File: src/rtl/mc_control.sv
// mc_control: multi-cycle sequencer for the 16-bit, 4-register CPU datapath.
// It steps one shared ALU through fetch, decode, execute and writeback, runs
// the instruction-memory request/ready handshake and drives every datapath
// write enable. Outputs decode the registered state, the opcode and, in FETCH
// only, imem_ready.
//
// state  | meaning
// -------+------------------------------------------------------------------
// IDLE   | stopped; waits for run
// FETCH  | request instruction; on imem_ready load IR and PC <= PC + PC_INC
// DECODE | latch A/B; route arithmetic ops, HALT_OP, or flag an illegal op
// EXEC   | ALU works on A and B/immediate; result latched into ALUOut
// WB     | ALUOut written to the register file; instruction retires
// HALT   | halted; left only through reset

module mc_control #(
    parameter logic [3:0] HALT_OP = 4'b1111,
    parameter int         PC_INC  = 2,
    parameter int         TIMEOUT = 15,
    parameter int         CNT_W   = 16
) (
    input  logic             clock,
    input  logic             reset,
    input  logic             run,
    input  logic [3:0]       instr_op,
    input  logic             imem_ready,
    output logic             imem_req,
    output logic             ir_write,
    output logic             pc_write,
    output logic             ab_write,
    output logic             aluout_write,
    output logic             reg_write,
    output logic             reg_dst,
    output logic             alu_sel_a,
    output logic [1:0]       alu_sel_b,
    output logic [3:0]       alu_ctl,
    output logic             busy,
    output logic             halted,
    output logic             illegal,
    output logic             fetch_err,
    output logic [CNT_W-1:0] instr_count
);

    // The PC is a byte address of 16-bit instructions, so the step must be even.
    if ((PC_INC <= 0) || ((PC_INC % 2) != 0)) begin : g_bad_pc_inc
        $error("mc_control: PC_INC must be a positive even byte step");
    end

    // Fetch wait timer: down-counter loaded on entry to FETCH; the FETCH cycle
    // that sees it at zero with no imem_ready is the TIMEOUT-th wait cycle.
    localparam int WAIT_W = (TIMEOUT > 1) ? $clog2(TIMEOUT) : 1;
    localparam logic [WAIT_W-1:0] WAIT_LOAD = WAIT_W'((TIMEOUT > 0) ? (TIMEOUT - 1) : 0);

    localparam logic [3:0] OP_ADDI = 4'b0111;

    typedef enum logic [2:0] {
        S_IDLE,
        S_FETCH,
        S_DECODE,
        S_EXEC,
        S_WB,
        S_HALT
    } state_t;

    state_t            state;
    logic [WAIT_W-1:0] wait_cnt;

    function automatic logic [3:0] op_alu_ctl(input logic [3:0] op);
        logic [3:0] ctl;
        ctl = 4'b0000;
        case (op)
            4'b0000: ctl = 4'b0010;  // ADD
            4'b0001: ctl = 4'b0110;  // SUB
            4'b0010: ctl = 4'b0000;  // AND
            4'b0011: ctl = 4'b0001;  // OR
            4'b0100: ctl = 4'b1100;  // NOR
            4'b0101: ctl = 4'b1101;  // NAND
            4'b0110: ctl = 4'b0111;  // SLT
            4'b0111: ctl = 4'b0010;  // ADDI
            default: ctl = 4'b0000;
        endcase
        return ctl;
    endfunction

    // State sequencing, fetch wait timer, sticky flags and retired-instruction count.
    always_ff @(posedge clock or posedge reset) begin
        if (reset) begin
            state       <= S_IDLE;
            wait_cnt    <= WAIT_LOAD;
            illegal     <= 1'b0;
            fetch_err   <= 1'b0;
            instr_count <= '0;
        end else begin
            case (state)
                S_IDLE: begin
                    if (run) begin
                        state    <= S_FETCH;
                        wait_cnt <= WAIT_LOAD;
                    end
                end
                S_FETCH: begin
                    if (imem_ready) begin
                        state <= S_DECODE;
                    end else if ((TIMEOUT > 0) && (wait_cnt == '0)) begin
                        fetch_err <= 1'b1;
                        state     <= S_HALT;
                    end else begin
                        wait_cnt <= wait_cnt - 1'b1;
                    end
                end
                S_DECODE: begin
                    if (instr_op == HALT_OP) begin
                        state <= S_HALT;
                        if (instr_count != '1) begin
                            instr_count <= instr_count + 1'b1;
                        end
                    end else if (!instr_op[3]) begin
                        state <= S_EXEC;
                    end else begin
                        // Undefined opcode: dropped without retiring.
                        illegal <= 1'b1;
                        if (run) begin
                            state    <= S_FETCH;
                            wait_cnt <= WAIT_LOAD;
                        end else begin
                            state <= S_IDLE;
                        end
                    end
                end
                S_EXEC: begin
                    state <= S_WB;
                end
                S_WB: begin
                    if (instr_count != '1) begin
                        instr_count <= instr_count + 1'b1;
                    end
                    if (run) begin
                        state    <= S_FETCH;
                        wait_cnt <= WAIT_LOAD;
                    end else begin
                        state <= S_IDLE;
                    end
                end
                S_HALT: begin
                    state <= S_HALT;
                end
                default: begin
                    state <= S_IDLE;
                end
            endcase
        end
    end

    // Datapath controls decoded from the current state and opcode.
    always_comb begin
        imem_req     = 1'b0;
        ir_write     = 1'b0;
        pc_write     = 1'b0;
        ab_write     = 1'b0;
        aluout_write = 1'b0;
        reg_write    = 1'b0;
        reg_dst      = 1'b0;
        alu_sel_a    = 1'b0;
        alu_sel_b    = 2'b00;
        alu_ctl      = 4'b0000;
        halted       = 1'b0;
        case (state)
            S_FETCH: begin
                imem_req  = 1'b1;
                alu_sel_a = 1'b1;
                alu_sel_b = 2'b01;
                alu_ctl   = 4'b0010;
                ir_write  = imem_ready;
                pc_write  = imem_ready;
            end
            S_DECODE: begin
                ab_write = 1'b1;
            end
            S_EXEC: begin
                aluout_write = 1'b1;
                alu_sel_b    = (instr_op == OP_ADDI) ? 2'b10 : 2'b00;
                alu_ctl      = op_alu_ctl(instr_op);
            end
            S_WB: begin
                reg_write = 1'b1;
                reg_dst   = (instr_op != OP_ADDI);
                alu_sel_b = (instr_op == OP_ADDI) ? 2'b10 : 2'b00;
                alu_ctl   = op_alu_ctl(instr_op);
            end
            S_HALT: begin
                halted = 1'b1;
            end
            default: begin
            end
        endcase
    end

    assign busy = (state != S_IDLE) && (state != S_HALT);

endmodule

File: config.mk
export PLATFORM = sky130hd
export DESIGN_NAME = mc_control
export DESIGN_NICKNAME = d
export VERILOG_FILES = /design/src/rtl/mc_control.sv
export SDC_FILE = /design/constraint.sdc
export NUM_CORES = 1
export LEC_CHECK = 0
export ABC_AREA = 0
export BUFFER_PORTS_ARGS = -buffer_cell sky130_fd_sc_hd__clkbuf_2
export CAP_MARGIN = 20
export CORE_UTILIZATION = 28
export DETAILED_ROUTE_END_ITERATION = 10
export PLACE_DENSITY = 0.46
export SLEW_MARGIN = 10
export SYNTH_ARGS = -nofsm -noshare
export SYNTH_HDL_FRONTEND = slang
export SYNTH_SLANG_ARGS = --single-unit
File: constraint.sdc
create_clock -name clock -period 5.35 [get_ports clock]
set_clock_uncertainty 0.1 [all_clocks]
set_input_delay 0.2675 -clock clock [delete_from_list [all_inputs] [get_ports clock]]
set_output_delay 0.2675 -clock clock [all_outputs]
set_load 0.01 [all_outputs]
==> results of run 1 <==
logic make-up after synthesis:
group | share of synthesized area [%]
buffers and inverters | 6.23
AND/OR/NAND/NOR | 27.0
multiplexers | 3.39
AO/OA/AOI/OAI | 12.2
XOR/XNOR | 8.29
adder cells (fa/ha/maj) | 3.16
flip-flops | 39.7
power breakdown:
| part | switching (mW) | internal (mW) |
|---|---|---|
| registers | 0.0747 | 0.247 |
| clock network | 0.0598 | 0.0520 |
| logic | 0.198 | 0.184 |
| total | 0.333 | 0.482 |
metal layers:
| metal | GRT usage (%) | share of wire, % | up-vias |
|---|---|---|---|
| met4 | 3.40 | 0.56 | 0 |
| li1 | - | - | 648 |
| met5 | 0 | 0 | - |
| met1 | 17.4 | 53 | 606 |
| met2 | 18.3 | 41 | 33 |
| met3 | 2.26 | 4.6 | 2 |
sequential cells by signal, indices dropped and copies added (netlist names):
register     cells
state            3
illegal          1
instr_count     16
fetch_err        1
wait_cnt         4
synthesized netlist by cell type (all sizes together), types with 2 or more instances:
cell / n / area share, %
and2: 4 / 1.7
buf: 6 / 3.2
a21o: 4 / 2.0
nor2b: 2 / 0.79
and3: 8 / 3.2
mux2i: 2 / 1.3
dfrtp: 22 / 35
clkbuf: 2 / 1.1
or2: 2 / 0.79
nor4: 2 / 0.79
or3b: 2 / 1.3
nor3: 3 / 1.7
xor2: 3 / 1.7
nand4: 7 / 2.8
inv: 7 / 1.7
a21oi: 3 / 1.4
nor4b: 3 / 1.7
nand3: 4 / 1.3
and4: 3 / 1.7
dfstp: 3 / 5.0
o211ai: 3 / 1.4
xnor2: 12 / 6.6
nor3b: 4 / 2.9
a22oi: 2 / 1.3
nor2: 11 / 2.6
mux2: 3 / 2.1
ha: 4 / 3.2
nand2: 8 / 1.9
a211oi: 2 / 0.95
final cells by class:
class                           instances  area [sq um]  share of cell area (%)
Multi-Input combinational cell        115           857                    45.2
Sequential cell                        25           629                    33.2
Timing Repair Buffer                   43           243                    12.8
Tap cell                               72          90.1                    4.75
Clock buffer                            3          41.3                    2.18
Inverter                                8          31.3                    1.65
Clock inverter                          1          5.00                   0.264
path summary, 6_finish.rpt:
kind / from / endpoint / slack, ps
min in group asynchronous: reset / instr_count[3]$_DFFE_PP0P_ / 370
min: instr_op[3] / illegal$_DFFE_PP0P_ / 240
max reg2reg: state[0]$_DFFE_PP0P_ / wait_cnt[0]$_DFFE_PP0P_ / 3250
max: state[2]$_DFFE_PP0P_ / alu_ctl[2] / 3080
min reg2reg: fetch_err$_DFFE_PP0P_ / fetch_err$_DFFE_PP0P_ / 370
max in group asynchronous: reset / wait_cnt[1]$_DFFE_PP1P_ / 4300
placed cells by master (no fill, tap or decap), types with 4 or more instances in the layout:
cell / n
nand2_1: 8
xnor2_1: 12
nand3_1: 4
ha_1: 4
and3_1: 8
nor2_1: 11
nand4_1: 7
dfrtp_1: 22
inv_1: 7
clkbuf_2: 41
metrics by stage:
stage          setup slack (ps)  util [%]  cell area, sq um
6_report                   3080      34.7              1900
5_1_grt                    2970      34.7              1900
4_1_cts                    3060      34.0              1860
3_5_place_dp               3250      33.1              1810
3_3_place_gp               3310      33.1              1810
2_1_floorplan              3410         -              1590
==> reports/metrics.yaml, run 1 <==
status: "completed"
drive_gt1_share_pct: 33.8
core-area_sq_um: 5470
synthArstFlopShare_pct: 100
yosys_register_bits: 25
netlist_area_sq_um: 1590
maxSlewViolCount: 0
antenna_cells: 0
worstPathArrival_ps: 1900
layout_min_cycle_time_ps: 2270
num_io_pins: 42
hold_viol: 0
cp_top_family: "flip-flops"
post_drt_wl_per_cell_um: 12.7
ys_warn_count: 0
cp_cell_sequence: "or3b_4, a21o_1, a211oi_1, clkbuf_2"
synth_edf_count: 0
dp_hpwl_um: 2510
nNetsFinal: 208
fin_crit_sh_pct: 42.4
post_cts_resize_count: 0
wl_um: 3400
io_buffers: 41
netlist_instances: 156
grt_max_degree: 26
drc: 0
worst-r2r-cell-count: 4
clock-sinks: 25
rsz0062_at_grt: "no"
clk_pin_slew_ps: 90
max_stage_delay_ps: 600
synth.distinct_cells: 57
root_buffer: "clkbuf_8"
cts_tree: "yes"
crit_fanout: 11
die_x_um: 77.2
total_power_mw: 0.815
critPathBufInv: 1
grt_overflow: 0
powerDensity_nw_per_um2: 430
cts_hold_buffers: 0
critPathRequiredTime_ps: 4980
power.leakage_nw: 0.914
hold_path.class: "primary input to flop"
synthFlopType: "dfrtp_1"
fmax_mhz: 441
drt_iter0_drc: 83
via_per_inst: 4.83
timing.slew.headroom_pct: 67.9
drt-pass1-iter-count: 4
grt_usage_pct: 12.1
post_cts_buffers: 0
cts_buffer_depth: 2
tightest_slew_ps: 479
avgSynthCellArea_sq_um: 10.2
die_area_sq_um: 5970
holdPathStages: 2
vias: 1289
place_inst: 261
grt_pass1_wl_um: 5900
die_height_um: 77.2
path_depth: 4
crit_slowest_cell: "dfrtp_1"
gp_congestion: 0.720
peakVddDrop_uv: 169
start_util_pct: 29.0
fin_tns_setup_ps: 0
cap_violations: 0
layout.cells.non_filler: 267
drtAntennaViolNets: 0
synthToLayoutAreaGrowth_pct: 19.7
critPathLaunchType: "flop"
hold_ws_ps: 237
cts_htree_levels: 1
insertion_delay_ps: 270
path_class: "flop to primary output"
cts_buffers: 3
nFillCells: 585
grt_pass1_vias: 1196
syn-num-nets: 168
endpoint_kind: "primary output"
yosysSeqAreaShare_pct: 39.7
antenna_found_initial: 0
finalSetupViolations: 0
fp-row-count: 27
Note: power is estimated with default switching activity, not from simulation.
==> run 2, diff against run 1 <==
--- a/config.mk
+++ b/config.mk
@@ -10,7 +10,7 @@
 export CAP_MARGIN = 20
 export CORE_UTILIZATION = 28
 export DETAILED_ROUTE_END_ITERATION = 10
-export PLACE_DENSITY = 0.46
+export PLACE_DENSITY = 0.48
 export SLEW_MARGIN = 10
 export SYNTH_ARGS = -nofsm -noshare
 export SYNTH_HDL_FRONTEND = slang
==> constraint.sdc (replaced) <==
create_clock -name clock -period 1.95 [get_ports clock]
set_clock_uncertainty 0.1 [all_clocks]
set_input_delay 0.0975 -clock clock [delete_from_list [all_inputs] [get_ports clock]]
set_output_delay 0.0975 -clock clock [all_outputs]
set_load 0.01 [all_outputs]
==> run 2 against run 1 <==
Against the previous run: via count rose by 5.8%; sequential power rose by 140%; final area rose by 7.3%; global-route usage rose by 0.62 points; non-clock buffer count rose by 20; cell count rose by 7.5%; sequential share of layout area fell by 2.2 points; register-to-register slack got worse by 3200 ps; combinational power rose to 3.7 times the previous value; wire length rose by 7.2%; critical path depth rose by 2; critical path type is now flop to flop.
==> reports/metrics.yaml, run 2 (synthesis results as in run 1) <==
cts_buffer_depth: 2
peakVddDrop_uv: 464
grt_pass1_wl_um: 6150
path_class: "flop to flop"
nNetsFinal: 228
largest_reg_flops: 16
timing.slew.headroom_pct: 75.2
post_drt_wl_per_cell_um: 12.7
drt-pass1-iter-count: 4
layout_common_cells: "40 x clkbuf_2, 22 x dfrtp_1, 21 x buf_4, 12 x xnor2_1, 11 x nor2_1"
max_stage_delay_ps: 540
crit_fanout: 4
vias: 1364
drtAntennaViolNets: 0
endpoint_kind: "flop"
num_io_pins: 42
hp-start: "instr_op[3]"
io_buffers: 41
wl_um: 3650
antenna_found_initial: 0
hold_path.class: "primary input to flop"
powerDensity_nw_per_um2: 1220
clock-sinks: 25
worstPathArrival_ps: 1970
utilization_pct: 37.2
die_height_um: 77.2
via_per_inst: 4.75
cap_violations: 0
core-area_sq_um: 5470
critPathRequiredTime_ps: 2010
fin_crit_sh_pct: 98.2
drc: 0
fp-row-count: 27
grt_pass1_vias: 1273
synthToLayoutAreaGrowth_pct: 28.3
multi_input_area_sq_um: 865
status: "completed"
rsz0062_at_grt: "yes"
cts_htree_levels: 1
gp_congestion: 0.763
grt_overflow: 0
finalSetupViolations: 0
top_register: "instr_count"
die_area_sq_um: 5970
root_buffer: "clkbuf_8"
layout_min_cycle_time_ps: 1910
total_power_mw: 2.47
antenna_cells: 0
seq_area_sq_um: 629
dp_hpwl_um: 2780
reg.largest.list: "instr_count x16, wait_cnt x4, state x3"
maxSlewViolCount: 0
grt_max_degree: 26
cts_tree: "yes"
cts_buffers: 3
crit_path_start: "wait_cnt[1]$_DFFE_PP1P_"
fmax_mhz: 522
tightest_slew_ps: 367
die_x_um: 77.2
insertion_delay_ps: 270
drt_iter0_drc: 61
power.leakage_nw: 1.01
start_util_pct: 29.0
clk_pin_slew_ps: 90
final_common_cell: "clkbuf_2"
grt_usage_pct: 12.7
drive_gt1_share_pct: 40.5
crit_slowest_cell: "dfstp_2"
critPathLaunchType: "flop"
hold_viol: 0
nFillCells: 583
cp_cell_sequence: "inv_1, ha_1, or3b_4, a22oi_2, nor3_4, mux2_1"
r2r-start: "wait_cnt[1]$_DFFE_PP1P_"
-- run 2: cell count changes in the layout (fill, tap and decap cells not counted), sizes merged --
cell / previous run / this run
buf: 1 / 22
clkbuf: 44 / 43
-- run 2: critical path, delay by kind of cell (launching register included) --
| kind | cells | cell delay (ps) |
|---|---|---|
| DFF | 1 | 540 |
| and+or+nand+nor | 2 | 500 |
| muxes | 1 | 350 |
| adders and majority gates | 1 | 180 |
| AOI/OAI and AO/OA | 1 | 80 |
| buffers and inverters | 1 | 50 |
-- run 2: metal layers --
metal	wire length, um	GRT usage [%]
met5	0	0
met4	15	2.26
met3	119	2.62
met2	1650	19.7
met1	1860	18.3
-- run 2: through the flow --
stage                     setup TNS, ps  hold slack [ps]  instance area [sq um]  setup slack [ps]  std cells
final                                 0             69.4                   2030              35.4        287
after global routing              -48.6             80.1                   2030             -48.6        287
after CTS                             0             60.0                   2020              23.9        286
after detailed placement              0             60.0                   1960              13.9        281
after global placement                0             58.1                   1960              43.4        281
after floorplan                       0             22.6                   1590              8.69        156
-- run 2: repair_timing --
action | in CTS | in global routing
hold endpoints to repair | 22 | 0
pin swaps | 1 | 2
hold buffers | 1 | 0
endpoints found under the setup margin | 1 | 3
buffers inserted | 0 | 1
gates resized for setup | 0 | 3
-- run 2: worst paths after layout --
check,to,slack [ps],depth (start not counted)
min in group asynchronous,instr_count[5]$_DFFE_PP0P_,300,4
setup / recovery,wait_cnt[0]$_DFFE_PP0P_,40,6
setup reg to reg,wait_cnt[0]$_DFFE_PP0P_,40,6
max in group asynchronous,wait_cnt[1]$_DFFE_PP1P_,1160,4
hold reg to reg,fetch_err$_DFFE_PP0P_,370,1
hold / removal,illegal$_DFFE_PP0P_,70,2
-- run 2: final cells by class --
class                   count  share of cell area, %
clock inverters             1                  0.246
multi-input cells         115                   42.5
repair buffers             63                   18.3
flip-flops and latches     25                   30.9
clock buffers               3                   2.03
inverters                   8                   1.54
well taps                  72                   4.43
-- run 2: where the power goes --
part	internal (mW)	switching [mW]	total [mW]
Combinational	0.686	0.714	1.40
Sequential	0.677	0.0843	0.762
Clock	0.143	0.170	0.313
Total	1.51	0.968	2.47
